File: src/rtl/id_stage_pipe.sv
// Pipelined MIPS decode stage: decodes ALU/shift/LUI/LW/SW and reads the register file.
// Forwards from EX/MEM, stalls on load-use, and registers results into ID/EX with valid/ready handshakes.
module id_stage_pipe #(
    parameter int DATA_W     = 32,
    parameter int REG_ADDR_W = 5,
    parameter int OP_W       = 6
) (
    input  logic                  clk,
    input  logic                  rst,
    input  logic                  in_valid,
    output logic                  in_ready,
    input  logic [31:0]           inst,
    output logic                  rega_rd,
    output logic [REG_ADDR_W-1:0] rega_addr,
    output logic                  regb_rd,
    output logic [REG_ADDR_W-1:0] regb_addr,
    input  logic [DATA_W-1:0]     rega_data_i,
    input  logic [DATA_W-1:0]     regb_data_i,
    input  logic                  ex_wr,
    input  logic [REG_ADDR_W-1:0] ex_addr,
    input  logic [DATA_W-1:0]     ex_data,
    input  logic                  ex_is_load,
    input  logic                  mem_wr,
    input  logic [REG_ADDR_W-1:0] mem_addr,
    input  logic [DATA_W-1:0]     mem_data,
    input  logic                  flush,
    output logic                  out_valid,
    input  logic                  out_ready,
    output logic [OP_W-1:0]       op,
    output logic [DATA_W-1:0]     rega_data,
    output logic [DATA_W-1:0]     regb_data,
    output logic [DATA_W-1:0]     store_data,
    output logic                  regc_wr,
    output logic [REG_ADDR_W-1:0] regc_addr,
    output logic                  illegal
);
    localparam logic [OP_W-1:0] OP_NONE = 0, OP_ADD = 1, OP_SUB = 2, OP_AND = 3, OP_OR = 4,
        OP_XOR = 5, OP_SLL = 6, OP_SRL = 7, OP_SRA = 8, OP_ADDI = 9, OP_ANDI = 10,
        OP_ORI = 11, OP_XORI = 12, OP_LUI = 13, OP_LW = 14, OP_SW = 15;

    typedef struct packed {
        logic [OP_W-1:0]       op;
        logic [DATA_W-1:0]     a;
        logic [DATA_W-1:0]     b;
        logic [DATA_W-1:0]     st;
        logic                  wr;
        logic [REG_ADDR_W-1:0] c;
        logic                  ill;
    } idex_t;

    logic [5:0]            opc, funct;
    logic [4:0]            shamt;
    logic [REG_ADDR_W-1:0] rs, rt, rd;
    logic [DATA_W-1:0]     imm_s, imm_z, shamt_z, fa, fb;
    logic                  r_alu, shift, i_alu, stall, accept, vld_q;
    logic [OP_W-1:0]       dop;
    idex_t                 d, q;

    assign opc     = inst[31:26];
    assign funct   = inst[5:0];
    assign shamt   = inst[10:6];
    assign rs      = REG_ADDR_W'(inst[25:21]);
    assign rt      = REG_ADDR_W'(inst[20:16]);
    assign rd      = REG_ADDR_W'(inst[15:11]);
    assign imm_s   = {{(DATA_W-16){inst[15]}}, inst[15:0]};
    assign imm_z   = DATA_W'(inst[15:0]);
    assign shamt_z = DATA_W'(shamt);

    always_comb begin
        dop = OP_NONE;
        case (opc)
            6'h00: case (funct)
                6'h20: if (shamt == 5'd0) dop = OP_ADD;
                6'h22: if (shamt == 5'd0) dop = OP_SUB;
                6'h24: if (shamt == 5'd0) dop = OP_AND;
                6'h25: if (shamt == 5'd0) dop = OP_OR;
                6'h26: if (shamt == 5'd0) dop = OP_XOR;
                6'h00: if (inst[25:21] == 5'd0) dop = OP_SLL;
                6'h02: if (inst[25:21] == 5'd0) dop = OP_SRL;
                6'h03: if (inst[25:21] == 5'd0) dop = OP_SRA;
                default: dop = OP_NONE;
            endcase
            6'h08: dop = OP_ADDI;
            6'h0C: dop = OP_ANDI;
            6'h0D: dop = OP_ORI;
            6'h0E: dop = OP_XORI;
            6'h0F: if (inst[25:21] == 5'd0) dop = OP_LUI;
            6'h23: dop = OP_LW;
            6'h2B: dop = OP_SW;
            default: dop = OP_NONE;
        endcase
    end

    assign r_alu     = (dop >= OP_ADD) && (dop <= OP_XOR);
    assign shift     = (dop >= OP_SLL) && (dop <= OP_SRA);
    assign i_alu     = (dop >= OP_ADDI) && (dop <= OP_XORI);
    // Shifts take their single register operand from rt, presented on port A.
    assign rega_rd   = r_alu || shift || i_alu || dop == OP_LW || dop == OP_SW;
    assign rega_addr = rega_rd ? (shift ? rt : rs) : '0;
    assign regb_rd   = r_alu || dop == OP_SW;
    assign regb_addr = regb_rd ? rt : '0;

    function automatic logic [DATA_W-1:0] fwd(
        input logic [REG_ADDR_W-1:0] a, input logic [DATA_W-1:0] rf,
        input logic e_wr, input logic e_ld, input logic [REG_ADDR_W-1:0] e_addr,
        input logic [DATA_W-1:0] e_data, input logic m_wr, input logic [REG_ADDR_W-1:0] m_addr,
        input logic [DATA_W-1:0] m_data);
        if (a == '0)                            return '0;
        else if (e_wr && !e_ld && e_addr == a)  return e_data;
        else if (m_wr && m_addr == a)           return m_data;
        else                                    return rf;
    endfunction

    assign fa = fwd(rega_addr, rega_data_i, ex_wr, ex_is_load, ex_addr, ex_data, mem_wr, mem_addr, mem_data);
    assign fb = fwd(regb_addr, regb_data_i, ex_wr, ex_is_load, ex_addr, ex_data, mem_wr, mem_addr, mem_data);

    assign stall = ex_wr && ex_is_load && ex_addr != '0 &&
                   ((rega_rd && rega_addr == ex_addr) || (regb_rd && regb_addr == ex_addr));
    assign in_ready = !rst && !flush && !stall && (!vld_q || out_ready);
    assign accept   = in_valid && in_ready;

    always_comb begin
        d     = '0;
        d.op  = dop;
        d.ill = (dop == OP_NONE);
        d.wr  = (dop != OP_NONE) && (dop != OP_SW);
        d.c   = d.wr ? ((r_alu || shift) ? rd : rt) : '0;
        d.a   = (dop == OP_LUI) ? imm_z : (rega_rd ? fa : '0);
        if (r_alu)                                   d.b = fb;
        else if (shift)                              d.b = shamt_z;
        else if (dop == OP_ADDI || dop == OP_LW || dop == OP_SW) d.b = imm_s;
        else if (i_alu)                              d.b = imm_z;
        d.st  = (dop == OP_SW) ? fb : '0;
    end

    // Flush and reset both clear the whole register; a drained slot keeps data but drops wr/illegal.
    always_ff @(posedge clk) begin
        if (rst || flush) begin
            vld_q <= 1'b0;
            q     <= '0;
        end else if (accept) begin
            vld_q <= 1'b1;
            q     <= d;
        end else if (!vld_q || out_ready) begin
            vld_q <= 1'b0;
            q.wr  <= 1'b0;
            q.ill <= 1'b0;
        end
    end

    assign out_valid  = vld_q;
    assign op         = q.op;
    assign rega_data  = q.a;
    assign regb_data  = q.b;
    assign store_data = q.st;
    assign regc_wr    = q.wr;
    assign regc_addr  = q.c;
    assign illegal    = q.ill;
endmodule

File: config.mk
export PLATFORM = sky130hd
export DESIGN_NAME = id_stage_pipe
export DESIGN_NICKNAME = d
export VERILOG_FILES = /design/src/rtl/id_stage_pipe.sv
export SDC_FILE = /design/constraint.sdc
export NUM_CORES = 1
export LEC_CHECK = 0
export ABC_AREA = 1
export CELL_PAD_IN_SITES_DETAIL_PLACEMENT = 0
export CELL_PAD_IN_SITES_GLOBAL_PLACEMENT = 2
export CORE_MARGIN = 2
export CORE_UTILIZATION = 23
export DETAILED_ROUTE_END_ITERATION = 6
export GPL_TIMING_DRIVEN = 0
export PLACE_DENSITY = 0.85
export REMOVE_ABC_BUFFERS = 1
export SYNTH_ARGS = -nofsm -noshare
export SYNTH_HDL_FRONTEND = slang
export SYNTH_SLANG_ARGS = --single-unit
File: constraint.sdc
create_clock -name clk -period 12.4 [get_ports clk]
set_clock_uncertainty 0.2 [all_clocks]
set_input_delay 3.72 -clock clk [delete_from_list [all_inputs] [get_ports clk]]
set_output_delay 3.72 -clock clk [all_outputs]
set_load 0.005 [all_outputs]
After elaboration in Yosys (flattened, before gate mapping)
Index checks and enable logic that the tools add are counted.
{"block": "word_totals", "reg_bits": 110, "in_bits": 178, "output_inout_bits": 123, "elab_cells": 115}
{"block": "op_classes", "order_cmp": 6, "eq_ne": 25, "n_mux": 33, "reduce_logical": 43}
{"operator": "$mux W32", "count": 12}
{"operator": "$pmux W6 S8", "count": 2}
{"operator": "$eq A6 B4 Y1 const B", "count": 9}
{"operator": "$eq A6 B6 Y1 const B", "count": 7}
{"operator": "$eq A5 B5 Y1", "count": 6}
{"operator": "$mux W5", "count": 5}
{"operator": "$logic_not A5 Y1", "count": 4}
{"operator": "$logic_and A1 B1 Y1", "count": 18}
{"operator": "$logic_not A6 Y1", "count": 3}
{"operator": "$mux W16", "count": 1}
{"operator": "$eq A6 B2 Y1 const B", "count": 2}
{"operator": "$le A6 B4 Y1 const B", "count": 2}
{"operator": "$mux W3", "count": 4}
{"operator": "$logic_or A1 B1 Y1", "count": 10}
{"operator": "$mux W4", "count": 2}
{"operator": "$ge A6 B1 Y1 const B", "count": 1}
{"operator": "$ge A6 B3 Y1 const B", "count": 1}
{"operator": "$ge A6 B4 Y1 const B", "count": 1}
{"operator": "$le A6 B3 Y1 const B", "count": 1}
{"operator": "$ne A6 B4 Y1 const B", "count": 1}
{"operator": "$reduce_bool A6 Y1", "count": 1}
{"operator": "$logic_not A1 Y1", "count": 5}
{"operator": "$mux W1", "count": 5}
{"operator": "$reduce_bool A5 Y1", "count": 1}
{"operator": "2 further kinds", "count": 3}

Depth between registers and ports, before layout
Gate-level depths: netlist (run 1).
{"block": "depth", "depth_word": 20, "ltp_mapped": 27, "depth_no_buf": 26}

Worst setup path after synthesis (run 1)
No wires, ideal clock.
{"block": "synth_timing", "path_kind": "input port to output port", "from": "input inst[24]", "to": "output in_ready", "t_arrival_ns": 5.578, "required_ns": 8.480, "slack_ns": 2.902, "cell_stages": 20, "path_buffers": 1, "path_cell_list": "inv_1 > nand3_1 > inv_1 > nand2_1 > inv_2 > nor2_1 > nand4_1 > a21oi_2 > nand2_4 > nand2_4 > buf_6 > nand2_2 > nand2_1 > nand4_1 > nor2_2 > nand2_1 > nand2_1 > nand2_4 > nand2_1 > inv_1"}
{"block": "synth_via", "elab_cells_between_ends": 35, "classes_between": "order compare: 6; eq/ne: 4; mux: 9; reduce/logical: 16"}
{"item": "start, declared", "line_no": "12", "rtl": "input logic [31:0] inst,"}
{"item": "$logic_not A5 Y1 (*)"}
{"item": "$mux W3, or another cell as far along", "line_no": "79", "rtl": "6'h02: if (inst[25:21] == 5'd0) dop = OP_SRL;"}
{"item": "$pmux W6 S8", "line_no": "72", "rtl": "6'h00: case (funct)"}
{"item": "$pmux W6 S8 (*)", "line_no": "71", "rtl": "case (opc)"}
{"item": "$ge A6 B1 Y1 / $le A6 B3 Y1 (equally long branches)", "line_no": "94", "rtl": "assign r_alu = (dop >= OP_ADD) && (dop <= OP_XOR);"}
{"item": "$logic_and A1 B1 Y1", "line_no": "94"}
{"item": "$logic_or A1 B1 Y1 (*)", "line_no": "100", "rtl": "assign regb_rd = r_alu || dop == OP_SW;"}
{"item": "named net regb_rd", "line_no": "15", "rtl": "output logic regb_rd,"}
{"item": "$mux W5", "line_no": "101", "rtl": "assign regb_addr = regb_rd ? rt : '0;"}
{"item": "$eq A5 B5 Y1", "line_no": "118", "rtl": "((rega_rd && rega_addr == ex_addr) || (regb_rd && regb_addr == ex_addr));"}
{"item": "$logic_and A1 B1 Y1 (*)", "line_no": "118"}
{"item": "$logic_or A1 B1 Y1 (*)", "line_no": "118"}
{"item": "$logic_and A1 B1 Y1 (*)", "line_no": "117", "rtl": "assign stall = ex_wr && ex_is_load && ex_addr != '0 &&"}
{"item": "$logic_not A1 Y1 (*)", "line_no": "119", "rtl": "assign in_ready = !rst && !flush && !stall && (!vld_q || out_ready);"}
{"item": "$logic_and A1 B1 Y1 (*) (2 in series)", "line_no": "119"}
{"item": "end, declared", "line_no": "11", "rtl": "output logic in_ready,"}
The timed path passes the listed nets; every way through them passes the cells marked *.

Worst setup path in the final report (run 1)
{"block": "layout_timing", "from": "input inst[22]", "to": "output in_ready"}
{"block": "layout_via", "elab_chain_len": 18, "elab_cells_between_ends": 35, "classes_between": "order compare: 6; eq/ne: 4; mux: 9; reduce/logical: 16"}
{"item": "$logic_not A5 Y1"}
{"item": "$mux W3, or another cell as far along", "line_no": "79"}
{"item": "$pmux W6 S8", "line_no": "72"}
{"item": "$pmux W6 S8", "line_no": "71"}
{"item": "$ge A6 B1 Y1, or another cell as far along", "line_no": "94"}
{"item": "$logic_and A1 B1 Y1, on equally long branches", "line_no": "94, 95"}
{"item": "$logic_or A1 B1 Y1 (4 in series)", "line_no": "98", "rtl": "assign rega_rd = r_alu || shift || i_alu || dop == OP_LW || dop == OP_SW;"}
{"item": "$mux W5", "line_no": "99", "rtl": "assign rega_addr = rega_rd ? (shift ? rt : rs) : '0;"}
{"item": "$eq A5 B5 Y1", "line_no": "118"}
{"item": "$logic_and A1 B1 Y1", "line_no": "118"}
{"item": "$logic_or A1 B1 Y1 (*)", "line_no": "118"}
{"item": "$logic_and A1 B1 Y1 (*)", "line_no": "117"}
{"item": "$logic_not A1 Y1 (*)", "line_no": "119"}
{"item": "$logic_and A1 B1 Y1 (*) (2 in series)", "line_no": "119"}
Every way passes the cells marked *; elsewhere a longest branch is shown, timed or not.

==> out/results.ini, run 1 <==
[run_status]
run_status=finished clean

[global_route]
use_met3_pct=3.18
grt_pass1_wl_um=62400
first_global_vias=10300
overflow=0
met1_usage_pct=29.2
met2_usage_pct=35.9
grt_usage_pct=21.8
antenna_found_initial=4
grt_max_degree=54
grt.busiest_layer=met2

[layout]
area_delta_synth_final_pct=47.7
nFillCells=3958
multi_input_comb_area_um2=4980
final_net_count=1982
design_area_um2=12400
regArea_um2=2160
drive_above_1_share_pct=4.15

[logic_synthesis]
synth_commonest_cells=nand2_1, inv_1, nor2_1
yosysTopAreaCell=dfxtp_1
synth_edf_count=0
yosysTopAreaCellShare_pct=25.8
synth_fa_ha_area_share_pct=0
synthSimpleGateAreaFrac_pct=55.1
synth_seq_area_share_pct=25.8
synthMostInstantiatedCell=nand2_1
synth_compound_area_share_pct=2.99
yosys_warnings=0
syn_inst=1564
synth_mux_area_share_pct=0
ys_ff_latch=108
synth_top_family_by_area=simple AND/OR/NAND/NOR gates
ys.flop_type=dfxtp_1
netlist_area_um2=8370
avgSynthCellArea_um2=5.35
synth-xor-area-share_pct=0.209
synth_cell_types=31
synth_async_sr_flop_share_pct=0
synth_area_leaders=dfxtp_1, nand2_1, nand3_1

[setup_path]
cp.required_ns=8.48
rrSetupSlack_ns=9.63
reg2reg_to=regb_data[29]
setup.worst_path.class=primary input to output pin
endpoint=in_ready
crit_path_start_kind=primary input
reg2reg_depth=6
crit_arrival_ns=7.93
r2r-start=out_valid
cp-end-kind=output pin
crit_path_max_fanout=18
crit_start=inst[22]

[floorplan]
die_x_um=195
core_area_um2=35700
dieArea_um2=37900
ioPinCount=301
dieHeight_um=195
start_util_pct=23.5
rows=69

[sta]
hold_violations=0
slew_headroom_pct=23.7
max_clock_freq_mhz=84.4
finalSetupViolCount=0
tns_ns=0
rsz0062_at_grt=false
final.period_utilization_pct=95.6
period_needed_ns=11.85
maxSlewViolCount=0
tightest_slew_ns=1.14

[routing]
drt-total-wl_um=41100
vias_per_cell=4.52
firstDrtPassIters=5
vias=10300
antenna_left=0
drc=0
drt-initial-drc-count=568
avgRoutedWirePerCell_um=18.1

[clock_network]
clockRootBuffer=clkbuf_16
clk_pin_slew_ns=0.09
post_cts_resized=0
cts_tree=done
hold_buffers=0
cts.sinks=108
cts-buffers-inserted=9
insertion_delay_ns=0.38
cts.path.max_buffers=2
postCtsSetupBuffers=0
h-tree-depth=3

[power_and_ir_drop]
p_per_area_nw_per_um2=82.0
p_leak_nw=5.96
ir_drop_v=0.0000678

[place]
place.detailed.hpwl_um=29500
place.gp.congestion=0.830
placed_area_um2=12000
portBuffers=298

[worst_hold_path]
min-delay-start=regc_addr[1]
min_path_type=flop to flop

[job]
max_cap_violations=0

==> worst max-delay path, cell delays in order <==
cell	delay (ns)
clkdlybuf4s50_1	0.43
nor2_1	0.11
nand3_1	0.17
inv_1	0.16
nand2_1	0.09
inv_2	0.36
nor2_1	0.10
nand2_1	0.17
a21oi_2	0.09
nand2_4	0.28
nand3_4	0.23
nand2_1	0.21
nand2_1	0.07
nand2_1	0.06
nand2_1	0.08
nor2_4	0.52
nand3_1	0.14
nand2_1	0.14
nand2_4	0.11
nand2_1	0.15
inv_1	0.05
clkdlybuf4s50_1	0.44
==> worst min path at each step <==
| stage | depth (start not counted) | endpoint |
|---|---|---|
| final | 2 | regc_addr[1] |
| after global routing | 2 | regc_addr[0] |
| after CTS | 2 | regc_addr[2] |
| after detailed placement | 2 | regc_addr[3] |
| after global placement | 2 | regc_addr[2] |
| after floorplan | 2 | regc_addr[0] |
==> cells by family after synthesis <==
group / Yosys count
compound gates: 47
other cells: 1
buf+inv: 328
flops: 108
xor+xnor: 2
simple gates: 1078
==> power by group <==
group | internal, W | switching, W | total (W)
logic | 0.000140 | 0.000191 | 0.000331
clock network | 0.000164 | 0.000160 | 0.000324
registers | 0.000354 | 0.00000395 | 0.000358
total | 0.000658 | 0.000355 | 0.00101
==> cells in the final DEF, fill, tap and decap left out, types with 2 or more instances in the layout <==
cell	instances
clkdlybuf4s50_1	298
xor2_1	2
a21o_1	2
a21oi_1	15
nand2_2	5
nand2_1	570
nand3b_1	16
nand4_1	62
nand3_1	191
nand3_4	2
inv_2	9
o21ai_0	26
nand3_2	5
nor2_4	10
inv_1	229
clkbuf_16	9
buf_16	10
conb_1	2
nor3_1	2
buf_12	8
nor2_1	206
nor2_2	3
nand2_4	4
dfxtp_1	108
==> registers in the layout, indices dropped and copies added (netlist names) <==
signal	flops
rega_data	32
store_data	32
regb_data	32
regc_wr	1
illegal	1
out_valid	1
op	4
regc_addr	5
==> routing by layer <==
layer	routed length [µm]	vias up
met2	18500	305
met1	19700	4648
li1	-	5271
met3	1910	41
met4	926	2
met5	11	-
==> final cells by class <==
class / count / area share, %
clock inverters: 5 / 0.486
diodes: 1 / 0.0203
flip-flops and latches: 108 / 17.5
clock buffers: 11 / 1.96
well taps: 461 / 4.67
inverters: 239 / 7.26
repair buffers: 317 / 27.8
multi-input cells: 1129 / 40.3
==> metrics by stage <==
step           instances  worst slack, ns  hold WS (ns)  total power, W  utilization (%)
5_1_grt             2270            0.126         0.289         0.00107             34.6
4_1_cts             2270            0.472         0.272         0.00103             34.6
3_5_place_dp        2254            0.484         0.254        0.000697             33.8
3_3_place_gp        2235            -4.87         0.258        0.000681             32.3
2_1_floorplan       1476             1.01         0.257        0.000516                -
6_report            2271            0.550         0.270         0.00101             34.6
Power figures use the tool's default switching activity.
==> run 2: changes to the inputs <==
Settings changed: CTS_BUF_LIST set to sky130_fd_sc_hd__clkbuf_4 sky130_fd_sc_hd__clkbuf_8 sky130_fd_sc_hd__clkbuf_16, GPL_ROUTABILITY_DRIVEN set to 0.
==> run 2 against run 1 <==
Compared with the run above:
- clock-buffer cell count unchanged
- register-to-register slack about the same
- sequential cell count unchanged
- global-route usage decreased by 0.071 points
- wire length about the same
==> out/results.ini, run 2 (synthesized netlist as in run 1, its figures left out) <==
[run_status]
run_status=finished clean

[setup_path]
cp-end-kind=output pin
reg2reg_depth=6
crit_arrival_ns=7.93
crit_path_max_fanout=18
cp_common_cell=nand2_1
crit_path_start_kind=primary input
r2r-start=out_valid
setup.worst_path.class=primary input to output pin
cp_slowest_cell=nor2_4
crit_path_max_incr_delay_ns=0.60
crit_chain=clkdlybuf4s50_1 > nor2_1 > nand3_1 > inv_1 > nand2_1 > inv_2 > nor2_1 > nand2_1 > inv_1 > nand3_2 > nand2_4 > nand2_4 > nand2_1 > nand2_1 > nand4_1 > nor2_4 > nand2_1 > nand2_1 > nand2_4 > nand2_1 > inv_1 > clkdlybuf4s50_1
reg2reg_to=regb_data[25]
rrSetupSlack_ns=9.64
cp.required_ns=8.48

[sta]
final.period_utilization_pct=95.6
tightest_slew_ns=1.10
maxSlewViolCount=0
period_needed_ns=11.85
slew_headroom_pct=26.4
hold_violations=0
tns_ns=0
hold-worst-slack_ns=0.265
max_clock_freq_mhz=84.4
finalSetupViolCount=0
rsz0062_at_grt=false

[clock_network]
insertion_delay_ns=0.37
clk_pin_slew_ns=0.08
cts.sinks=108
cts_tree=done
cts-buffers-inserted=9
hold_buffers=0
cts.path.max_buffers=2
h-tree-depth=3
postCtsSetupBuffers=0
clockRootBuffer=clkbuf_16
post_cts_resized=0

[worst_hold_path]
whs_endpoint=regc_addr[2]
min-delay-start=regc_addr[2]
min_path_type=flop to flop
hold_depth=2

[routing]
vias_per_cell=4.54
firstDrtPassIters=5
vias=10300
avgRoutedWirePerCell_um=18.1
antenna_left=0
drc=0
drt-total-wl_um=41100
drt-initial-drc-count=627

[floorplan]
start_util_pct=23.5
rows=69
dieHeight_um=195
die_x_um=195
core_area_um2=35700
dieArea_um2=37900
ioPinCount=301

[place]
place.detailed.hpwl_um=29700
placed_area_um2=12000
portBuffers=298
dp_cells=2254

[power_and_ir_drop]
p_per_area_nw_per_um2=81.7
ir_drop_v=0.0000657
p_leak_nw=5.95

[global_route]
grt_usage_pct=21.7
overflow=0
first_global_vias=10300
antenna_found_initial=3
grt_pass1_wl_um=62100
grt_max_degree=61

[layout]
final_cells=2270
design_area_um2=12300
final_common_cell=nand2_1
final_util_pct=34.6
final_net_count=1982
area_delta_synth_final_pct=47.6
drive_above_1_share_pct=4.15
final_cell_mix=nand2_1, clkdlybuf4s50_1, inv_1, nor2_1, nand3_1

[job]
max_cap_violations=0

run 2: cell types whose count changed in the layout (fill, tap and decap cells not counted), sizes merged:
cell / delta
inv: -1
clkinv: -1
clkinvlp: +1
run 2: stage by stage:
step           power [W]  worst slack (ns)
6_report         0.00101             0.550
4_1_cts          0.00102             0.448
3_5_place_dp    0.000696             0.456
3_3_place_gp    0.000681             -5.08
5_1_grt          0.00107             0.111
2_1_floorplan   0.000516              1.01
run 2: worst max path at each step:
stage	from	to	depth (start not counted)
6_report	inst[22]	in_ready	22
5_1_grt	inst[21]	in_ready	24
4_1_cts	inst[22]	in_ready	22
3_5_place_dp	inst[22]	in_ready	22
3_3_place_gp	rst	store_data[0]	9
2_1_floorplan	rst	in_ready	5
run 2: worst max-delay path, delay by kind of cell:
| family | cells | cell delay (ns) |
|---|---|---|
| and+or+nand+nor | 16 | 2.69 |
| buffers and inverters | 6 | 1.50 |
run 2: cell type report:
cell class	instances	area [µm²]
Tap cell	461	577
Multi-Input combinational cell	1129	4980
Clock inverter	4	50.0
Antenna cell	1	2.50
Sequential cell	108	2160
Inverter	239	897
Fill cell	3938	23300
Timing Repair Buffer	317	3430
Clock buffer	11	246
run 2: per-layer routing:
layer	vias up	part of all wire, %	track usage [%]
li1	5270	-	-
met1	4676	46	28.8
met2	318	46	36.6
met3	31	5.7	3.38
met4	2	1.4	5.65
met5	-	0.027	0
run 2: power breakdown:
group / internal [W] / switching, W / total (W) / leakage [nW]
registers: 0.000354 / 0.00000393 / 0.000358 / 0.874
clock network: 0.000164 / 0.000157 / 0.000321 / 0.141
logic: 0.000140 / 0.000190 / 0.000331 / 4.94
total: 0.000658 / 0.000351 / 0.00101 / 5.95
==> run 3: changes to the inputs <==
Settings changed: MAX_ROUTING_LAYER set to met4.
==> run 3 against run 2 <==
Compared with the run above:
- cell area barely moved
- highest routed layer is now met4
- clock-buffer cell count did not move
- critical path type unchanged
- die area did not move
- non-clock buffer count did not move
- largest power group unchanged
- setup slack improved by 0.0072 ns
- combinational power barely moved
- critical path depth did not move
- register-to-register slack barely moved
- sequential power barely moved
- sequential share of layout area barely moved
==> out/results.ini, run 3 (synthesized netlist as in run 1, its figures left out) <==
[layout]
final_net_count=1982
nFillCells=3938
drive_above_1_share_pct=4.15
area_delta_synth_final_pct=47.6
final_cell_mix=nand2_1, clkdlybuf4s50_1, inv_1, nor2_1, nand3_1
design_area_um2=12400
final_common_cell=nand2_1

[place]
preCtsSetupSlack_ns=0.456
place.detailed.hpwl_um=29700
portBuffers=298
placed_area_um2=12000

[sta]
slew_headroom_pct=28.1
rsz0062_at_grt=false
tightest_slew_ns=1.07
max_clock_freq_mhz=84.4
hold_violations=0
layout_setup_ws_ns=0.557
period_needed_ns=11.84
finalSetupViolCount=0
maxSlewViolCount=0
final.period_utilization_pct=95.5

[routing]
drc=0
antenna_left=0
vias=10300
avgRoutedWirePerCell_um=18.1
drt-total-wl_um=41100
drt-initial-drc-count=633
vias_per_cell=4.55
firstDrtPassIters=4

[setup_path]
crit_arrival_ns=7.92
crit_path_max_incr_delay_ns=0.60
crit_chain=clkdlybuf4s50_1 > nor2_1 > nand3_1 > inv_1 > nand2_1 > inv_2 > nor2_1 > nand2_1 > inv_1 > nand3_2 > nand2_4 > nand2_4 > nand2_1 > nand2_1 > nand4_1 > nor2_4 > nand2_1 > nand2_1 > nand2_4 > nand2_1 > inv_1 > clkdlybuf4s50_1
cp_slowest_cell=nor2_4
cp-end-kind=output pin
crit_path_start_kind=primary input
cp_common_cell=nand2_1
crit_path_max_fanout=18
cp.required_ns=8.48
setup.worst_path.class=primary input to output pin

[global_route]
grt_pass1_wl_um=62100
first_global_vias=10300
overflow=0
grt_usage_pct=22.3
antenna_found_initial=3
grt_max_degree=61

[floorplan]
core_area_um2=35700
rows=69
dieHeight_um=195
ioPinCount=301
start_util_pct=23.5
dieArea_um2=37900
die_x_um=195

[power_and_ir_drop]
power_frac_seq_pct=35.5
p_per_area_nw_per_um2=81.6
clockPowerShare_pct=31.7
combPwrFrac_pct=32.8
ir_drop_v=0.0000659
p_sw_share_pct=34.8
intPower_w=0.000658
switching_power_w=0.000350
p_leak_nw=5.95

[clock_network]
insertion_delay_ns=0.37
post_cts_resized=0
cts.path.max_buffers=2
clk_pin_slew_ns=0.08
cts_tree=done
h-tree-depth=3
postCtsSetupBuffers=0
hold_buffers=0
clockRootBuffer=clkbuf_16
cts.sinks=108
cts-buffers-inserted=9

[job]
max_cap_violations=0

[run_status]
run_status=finished clean

[worst_hold_path]
min_path_type=flop to flop

-- run 3: layer usage --
layer	up-vias	global-route usage [%]	share of wire, %
li1	5273	-	-
met1	4664	29.0	47
met2	358	36.6	46
met3	33	2.92	5.7
met4	0	5.65	1.4
met5	-	-	0
-- run 3: cell type report --
cell class / instances / area (µm²) / share of cell area (%)
antenna: 3 / 7.51 / 0.0608
clock buffer: 11 / 246 / 2.00
clock inverter: 4 / 50.0 / 0.405
inverter: 239 / 897 / 7.26
multi-input combinational: 1129 / 4980 / 40.3
sequential: 108 / 2160 / 17.5
tap: 461 / 577 / 4.67
timing repair buffer: 317 / 3430 / 27.8
-- run 3: path summary, 6_finish.rpt --
| path | cells past startpoint | from | endpoint | slack, ns |
|---|---|---|---|---|
| worst max-delay path | 22 | inst[22] | in_ready | 0.56 |
| worst min-delay path | 2 | regc_addr[2] | regc_addr[2] | 0.26 |
| worst max register to register | 9 | out_valid | store_data[22] | 9.65 |
| worst min register to register | 2 | regc_addr[2] | regc_addr[2] | 0.26 |
-- run 3: per-stage QoR --
step                      hold WS [ns]  setup TNS (ns)  utilization (%)  power (W)  cells
after floorplan                  0.257               0                -   0.000516   1476
after global placement           0.258         -489.22             32.3   0.000681   2235
after detailed placement         0.254               0             33.8   0.000696   2254
after CTS                        0.266               0             34.6    0.00102   2269
after global routing             0.293               0             34.6    0.00107   2272
final                            0.264               0             34.6    0.00101   2272
-- run 3: critical path: cells and delay by family --
family	cells	cell delay, ns
AND/OR/NAND/NOR	16	2.67
buffers and inverters	6	1.51
-- run 3: power groups by stage --
stage	clock network (W)	registers [W]	logic (W)
2_1_floorplan	0	0.000366	0.000150
3_3_place_gp	0	0.000366	0.000315
3_5_place_dp	0	0.000366	0.000330
4_1_cts	0.000332	0.000358	0.000332
5_1_grt	0.000346	0.000359	0.000368
6_report	0.000320	0.000358	0.000330
